==> config.mk <==
export PLATFORM = sky130hd
export DESIGN_NAME = adc_avg_filter_flat
export DESIGN_NICKNAME = d
export VERILOG_FILES = /design/src/rtl/adc_pkg.sv /design/src/rtl/adc_avg_filter_if.sv /design/src/rtl/adc_avg_filter.sv /design/src/flat_wrapper.sv
export SDC_FILE = /design/constraint.sdc
export NUM_CORES = 1
export LEC_CHECK = 0
export ABC_CLOCK_PERIOD_IN_PS = 4400
export CAP_MARGIN = 20
export CORE_ASPECT_RATIO = 1.75
export CORE_UTILIZATION = 44
export DETAILED_ROUTE_END_ITERATION = 12
export GPL_ROUTABILITY_DRIVEN = 0
export PLACE_DENSITY_LB_ADDON = 0.1
export SLEW_MARGIN = 20
export SYNTH_ARGS = -nofsm -noshare
export SYNTH_HDL_FRONTEND = slang
export SYNTH_SLANG_ARGS = --single-unit
==> constraint.sdc <==
create_clock -name clk -period 4.4 [get_ports clk]
set_clock_uncertainty 0.15 [all_clocks]
set_input_delay 0.88 -clock clk [delete_from_list [all_inputs] [get_ports clk]]
set_output_delay 0.88 -clock clk [all_outputs]
set_load 0.1 [all_outputs]
==> src/rtl/adc_pkg.sv <==
// Shared ADC definitions: channel count, sample width, averaging FSM encoding
// and the helper that maps a channel index onto its packed bit range.
package adc_pkg;

  localparam int unsigned NUM_ADC_CH = 4;
  localparam int unsigned ADC_DW     = 16;

  typedef enum logic [1:0] {
    IDLE = 2'd0,
    ACC  = 2'd1,
    DUMP = 2'd2
  } adc_state_e;

  // Lowest bit of channel idx inside a packed {chN..ch1} vector of dw-bit samples
  function automatic int unsigned ch_lo(input int unsigned idx, input int unsigned dw);
    return idx * dw;
  endfunction

endpackage

==> src/rtl/adc_avg_filter_if.sv <==
// Sample/result bus between the LTC1864 reader, the averaging filter and the
// register map; master drives conversion sets and clear, slave returns averages.
interface adc_avg_filter_if
  import adc_pkg::*;
#(
  parameter int unsigned DW = ADC_DW
) ();

  logic                     in_valid;
  logic [NUM_ADC_CH*DW-1:0] in_data;
  logic                     clear;
  logic [NUM_ADC_CH*DW-1:0] out_data;
  logic                     out_valid;
  logic                     busy;
  logic                     overrun;

  modport master (
    output in_valid, in_data, clear,
    input  out_data, out_valid, busy, overrun
  );

  modport slave (
    input  in_valid, in_data, clear,
    output out_data, out_valid, busy, overrun
  );

endinterface

==> src/rtl/adc_avg_filter.sv <==
// Per-channel boxcar average over 2^LOG2_WIN conversion sets, using one shared
// adder stepped across the four channels by a small IDLE/ACC/DUMP FSM.
module adc_avg_filter
  import adc_pkg::*;
#(
  parameter int unsigned LOG2_WIN = 4,
  parameter int unsigned DW       = ADC_DW
) (
  input  logic              clk,
  input  logic              reset,
  adc_avg_filter_if.slave   bus
);

  localparam int unsigned AW  = DW + LOG2_WIN;
  localparam int unsigned CW  = (LOG2_WIN == 0) ? 1 : LOG2_WIN;
  localparam int unsigned CHW = $clog2(NUM_ADC_CH);
  localparam logic [CW-1:0]  WIN_MAX = CW'((32'd1 << LOG2_WIN) - 32'd1);
  localparam logic [CHW-1:0] LAST_CH = CHW'(NUM_ADC_CH - 1);

  adc_state_e               state_r;
  adc_state_e               next_state_s;
  logic [CHW-1:0]           ch_r;
  logic [CW-1:0]            cnt_r;
  logic [NUM_ADC_CH*DW-1:0] cap_r;
  logic [NUM_ADC_CH*DW-1:0] out_data_r;
  logic [AW-1:0]            acc_r [NUM_ADC_CH];
  logic [DW-1:0]            avg_s [NUM_ADC_CH];
  logic [DW-1:0]            sample_s;
  logic                     out_valid_r;
  logic                     busy_r;
  logic                     overrun_r;
  logic                     capture_s;
  logic                     acc_en_s;
  logic                     dump_s;
  logic                     ovr_set_s;
  logic                     win_done_s;
  logic                     last_ch_s;

  // With LOG2_WIN = 0 the counter is pinned at 0 == WIN_MAX, so every set completes a window
  assign win_done_s = (cnt_r == WIN_MAX);
  assign last_ch_s  = (ch_r == LAST_CH);
  assign sample_s   = cap_r[ch_lo(32'(ch_r), DW) +: DW];

  // Truncating divide of each accumulator by the window length
  always_comb begin
    for (int unsigned i = 0; i < NUM_ADC_CH; i++) begin
      avg_s[i] = DW'(acc_r[i] >> LOG2_WIN);
    end
  end

  // FSM state register
  always_ff @(posedge clk or negedge reset) begin
    if (!reset) begin
      state_r <= IDLE;
    end else begin
      state_r <= next_state_s;
    end
  end

  // Next-state and datapath strobes; clear overrides everything
  always_comb begin
    next_state_s = state_r;
    capture_s    = 1'b0;
    acc_en_s     = 1'b0;
    dump_s       = 1'b0;
    ovr_set_s    = 1'b0;
    if (bus.clear) begin
      next_state_s = IDLE;
    end else begin
      case (state_r)
        IDLE: begin
          if (bus.in_valid) begin
            capture_s    = 1'b1;
            next_state_s = ACC;
          end else begin
            next_state_s = IDLE;
          end
        end
        ACC: begin
          acc_en_s  = 1'b1;
          ovr_set_s = bus.in_valid;
          if (last_ch_s) begin
            if (win_done_s) begin
              next_state_s = DUMP;
            end else begin
              next_state_s = IDLE;
            end
          end else begin
            next_state_s = ACC;
          end
        end
        DUMP: begin
          dump_s       = 1'b1;
          ovr_set_s    = bus.in_valid;
          next_state_s = IDLE;
        end
        default: begin
          next_state_s = IDLE;
        end
      endcase
    end
  end

  // Capture, shared-adder accumulation, window dump and status flags
  always_ff @(posedge clk or negedge reset) begin
    if (!reset) begin
      ch_r        <= '0;
      cnt_r       <= '0;
      cap_r       <= '0;
      out_data_r  <= '0;
      out_valid_r <= 1'b0;
      busy_r      <= 1'b0;
      overrun_r   <= 1'b0;
      for (int unsigned i = 0; i < NUM_ADC_CH; i++) begin
        acc_r[i] <= '0;
      end
    end else if (bus.clear) begin
      // out_data deliberately keeps the last published average
      ch_r        <= '0;
      cnt_r       <= '0;
      out_valid_r <= 1'b0;
      busy_r      <= 1'b0;
      overrun_r   <= 1'b0;
      for (int unsigned i = 0; i < NUM_ADC_CH; i++) begin
        acc_r[i] <= '0;
      end
    end else begin
      out_valid_r <= dump_s;
      busy_r      <= (next_state_s != IDLE);
      if (ovr_set_s) begin
        overrun_r <= 1'b1;
      end
      if (capture_s) begin
        cap_r <= bus.in_data;
        ch_r  <= '0;
      end
      if (acc_en_s) begin
        acc_r[ch_r] <= acc_r[ch_r] + AW'(sample_s);
        ch_r        <= ch_r + CHW'(1);
        if (last_ch_s) begin
          cnt_r <= win_done_s ? '0 : (cnt_r + CW'(1));
        end
      end
      if (dump_s) begin
        for (int unsigned i = 0; i < NUM_ADC_CH; i++) begin
          out_data_r[ch_lo(i, DW) +: DW] <= avg_s[i];
          acc_r[i]                       <= '0;
        end
      end
    end
  end

  assign bus.out_data  = out_data_r;
  assign bus.out_valid = out_valid_r;
  assign bus.busy      = busy_r;
  assign bus.overrun   = overrun_r;

endmodule

==> src/flat_wrapper.sv <==
// flat-port wrapper written by rule: the top's interface ports become plain ports
module adc_avg_filter_flat import adc_pkg::*;
#(
  parameter int unsigned LOG2_WIN = 4,
  parameter int unsigned DW       = ADC_DW
)
  (clk, reset, bus_in_valid, bus_in_data, bus_clear, bus_out_data, bus_out_valid, bus_busy, bus_overrun);
  adc_avg_filter_if #(.DW(DW)) bus_i ();
  input  logic clk;
  input  logic reset;
  input wire logic [$bits(bus_i.in_valid)-1:0] bus_in_valid;
  input wire logic [$bits(bus_i.in_data)-1:0] bus_in_data;
  input wire logic [$bits(bus_i.clear)-1:0] bus_clear;
  output wire logic [$bits(bus_i.out_data)-1:0] bus_out_data;
  output wire logic [$bits(bus_i.out_valid)-1:0] bus_out_valid;
  output wire logic [$bits(bus_i.busy)-1:0] bus_busy;
  output wire logic [$bits(bus_i.overrun)-1:0] bus_overrun;
  assign bus_i.in_valid = bus_in_valid;
  assign bus_i.in_data = bus_in_data;
  assign bus_i.clear = bus_clear;
  assign bus_out_data = bus_i.out_data;
  assign bus_out_valid = bus_i.out_valid;
  assign bus_busy = bus_i.busy;
  assign bus_overrun = bus_i.overrun;
  adc_avg_filter #(.LOG2_WIN(LOG2_WIN), .DW(DW)) u_core (.clk(clk), .reset(reset), .bus(bus_i));
endmodule
==> results.toml <==
[power_and_ir_drop]
cellPowerDensity_nw_per_um2 = 416.7
total_power_mw = 5.206
leakage_nw = 5.585
highest_ir_drop_seen_on_vdd_mv = 0.3219

[cts]
cts-buffers-inserted = 21
cts_num_sinks = 219
worst_setup_hold_path_clk_slew_ns = 0.06
number_of_levels_the_h_tree_was_split_into = 1
cts_root_buffer = "clkbuf_16"
worstSkewPairLatency_ns = 0.50
post_cts.resized_instances = 0
cts_tree = "done"
post-cts-setup-buffer-count = 0
clockBufferDepth = 3
cts_hold_repair.buffers = 0

[worst_setup_path]
crit_path_slowest_cell = "dfrtp_2"
endpoint_kind = "register"
crit_path_max_incr_delay_ns = 0.73
worst-path-max-fanout = 25
crit_type = "register to register"
arrival_time_at_the_worst_endpoint_ns = 4.14
worst_setup_path_start_kind = "register"
cp_num_buf_inv = 1
critPathRequiredTime_ns = 4.68
cpLargestDelayFamily = "compound AO/OA/AOI/OAI gates"
path_cells = "buf_12 > mux4_2 > ha_1 > and3_1 > a221oi_1 > a21boi_0 > and2_1 > a211oi_2 > a22o_1"

[die]
die_area_um2 = 23800
floorplan.io_pins = 135
initial_utilization_pct = 44.81
coreArea_um2 = 22740
die-width_um = 117.0
num_rows = 73
dieHeight_um = 203.3

[grt]
grt-ovfl-total = 0
grt_first_pass_wirelength_um = 40020
pin_count_of_the_biggest_net_entering_global_routing = 93
grt_antenna_before_repair = 0
via_count_of_the_first_global_routing_pass = 7371
global_route.usage.total_pct = 21.87

[sta]
maxSlewHeadroom_pct = 34.31
timing_worst_slew_pin_value_ns = 0.9823
timing.fmax_ghz = 0.2586
finalCritPeriodShare_pct = 87.88
drv_slew = 0
period_minus_slack_ns = 3.867
setup_tns_ns = 0
final-hold-violation-count = 0
report.final.setup_viol = 0
unrepaired_setup_endpoints_after_global_routing = "no"

[cells_and_area]
final_common_cell = "dfrtp_1"
mostFrequentLayoutCells = "dfrtp_1 (217), clkdlybuf4s50_1 (133), mux2_2 (128), nand2_1 (50), a22o_1 (50)"
ff_latch_area_um2 = 5483
n_fill_cell = 1931
nNetsFinal = 978
layout-drive-gt1-share_pct = 26.23
diodes = 0
area_growth_pct = 22.59
multiInputGateArea_um2 = 4444

[worst_hold_path]
min-delay-path-class = "input port to asynchronous set/reset pin"

[synth]
seq_area_frac_synth_pct = 53.78
synth_cell_types = 61
number_of_instances_in_the_synthesized_netlist = 756
synthesis.nets = 849
synth.ff_latch_count = 219
synth_edf_count = 0
post_synth.cell_area_avg_um2 = 13.48
synth.yosys.warnings = 0
mappedNetlistArea_um2 = 10190
postSynth.asyncResetShare_pct = 100.0
synth_flop_cell = "dfrtp_1"

[placed_design]
dp.final_hpwl_um = 17780
numPortBuffers = 134

[route]
post-route-drc-count = 0
dr.first_iter.drc_count = 346
wl_um = 24650
route.vias.total = 6864
detail_route.wl_per_cell_um = 20.61
drtAntennaViolNets = 0
post_drt_via_cell_ratio = 5.739
dr.pass1.iters = 5

[job]
cap_violations = 0

[run_status]
run_status = "finished clean"
==> synthesized netlist by cell type, types with 4 or more instances <==
library cell / n / share of area (%)
a211o_1: 4 / 0.34
a21o_1: 5 / 0.37
a21oi_1: 32 / 1.6
a22o_1: 50 / 4.3
and2_1: 7 / 0.43
and3_1: 6 / 0.37
buf_2: 12 / 0.59
buf_4: 4 / 0.29
clkbuf_1: 23 / 0.85
dfrtp_1: 219 / 54
ha_1: 24 / 2.9
inv_1: 9 / 0.33
mux2_2: 128 / 14
mux4_2: 36 / 8.0
nand2_1: 50 / 1.8
nand3_1: 13 / 0.64
nand4_1: 4 / 0.25
nor2_1: 24 / 0.88
nor3_1: 8 / 0.39
o21ai_0: 19 / 0.93
or2_2: 4 / 0.25
xnor2_1: 6 / 0.52
xor2_1: 6 / 0.52
==> path summary, 6_finish.rpt <==
| check | from | slack, ns | to | cells past startpoint |
|---|---|---|---|---|
| setup / recovery | u_core.ch_r[0]$_DFFE_PN0P_ | 0.53 | u_core.acc_r[57]$_DFFE_PN0P_ | 9 |
| hold / removal | reset | 0.21 | u_core.bus.out_data[8]$_DFFE_PN0P_ | 1 |
| setup reg to reg | u_core.ch_r[0]$_DFFE_PN0P_ | 0.53 | u_core.acc_r[57]$_DFFE_PN0P_ | 9 |
| hold reg to reg | u_core.cap_r[18]$_DFFE_PN0P_ | 0.35 | u_core.cap_r[18]$_DFFE_PN0P_ | 1 |
| max in group asynchronous | reset | 2.81 | u_core.cap_r[35]$_DFFE_PN0P_ | 2 |
| min in group clk | u_core.cap_r[18]$_DFFE_PN0P_ | 0.35 | u_core.cap_r[18]$_DFFE_PN0P_ | 1 |
==> layer usage <==
layer	global-route usage [%]	vias up	routed length [µm]
met1	26.79	3540	9560
li1	-	3061	-
met2	39.69	216	13400
met5	0	-	0
met4	6.962	0	667
met3	2.199	47	1020
==> power by group <==
part           internal, mW  leakage [nW]  switching, mW  total [mW]
Sequential             2.19          2.90          0.127        2.32
Clock                 0.945         0.310          0.748        1.69
Combinational         0.538          2.37          0.653        1.19
Total                  3.68          5.58           1.53        5.21
==> registers in the layout, indices dropped and copies added, names as in the netlist <==
signal,count
u_core.bus.out_data,64
u_core.state_r,2
u_core.bus.out_valid,1
u_core.cnt_r,4
u_core.acc_r,80
u_core.ch_r,2
u_core.bus.overrun,1
u_core.bus.busy,1
u_core.cap_r,64
==> cell type report <==
cell class,count,area share (%)
inverters,9,0.2704
flip-flops and latches,219,43.89
repair buffers,152,12.16
clock inverters,6,0.3706
multi-input cells,482,35.57
clock buffers,28,4.737
well taps,300,3.005
==> logic make-up after synthesis <==
logic type,count (synthesis),share of synthesized area [%]
AOI/OAI and AO/OA,142,10.48
xor gates and xnor gates,12,1.031
adders and majority gates,25,3.143
buffers and inverters,55,2.640
DFF,219,53.78
muxes,167,22.39
and+or+nand+nor,136,6.532
==> metrics by stage <==
step / hold slack, ns / setup slack (ns) / util [%] / cells / instance area [µm²]
floorplan: 0.3106 / 1.007 / - / 756 / 10190
CTS: 0.2476 / 0.5126 / 54.93 / 1196 / 12490
detailed placement: 0.3342 / 0.5402 / 52.13 / 1162 / 11860
finish: 0.2128 / 0.5331 / 54.93 / 1196 / 12490
global route: 0.2664 / 0.2213 / 54.93 / 1196 / 12490
global placement: 0.3284 / 0.6067 / 52.13 / 1162 / 11860
No activity file was read; power rests on OpenSTA's default activity.
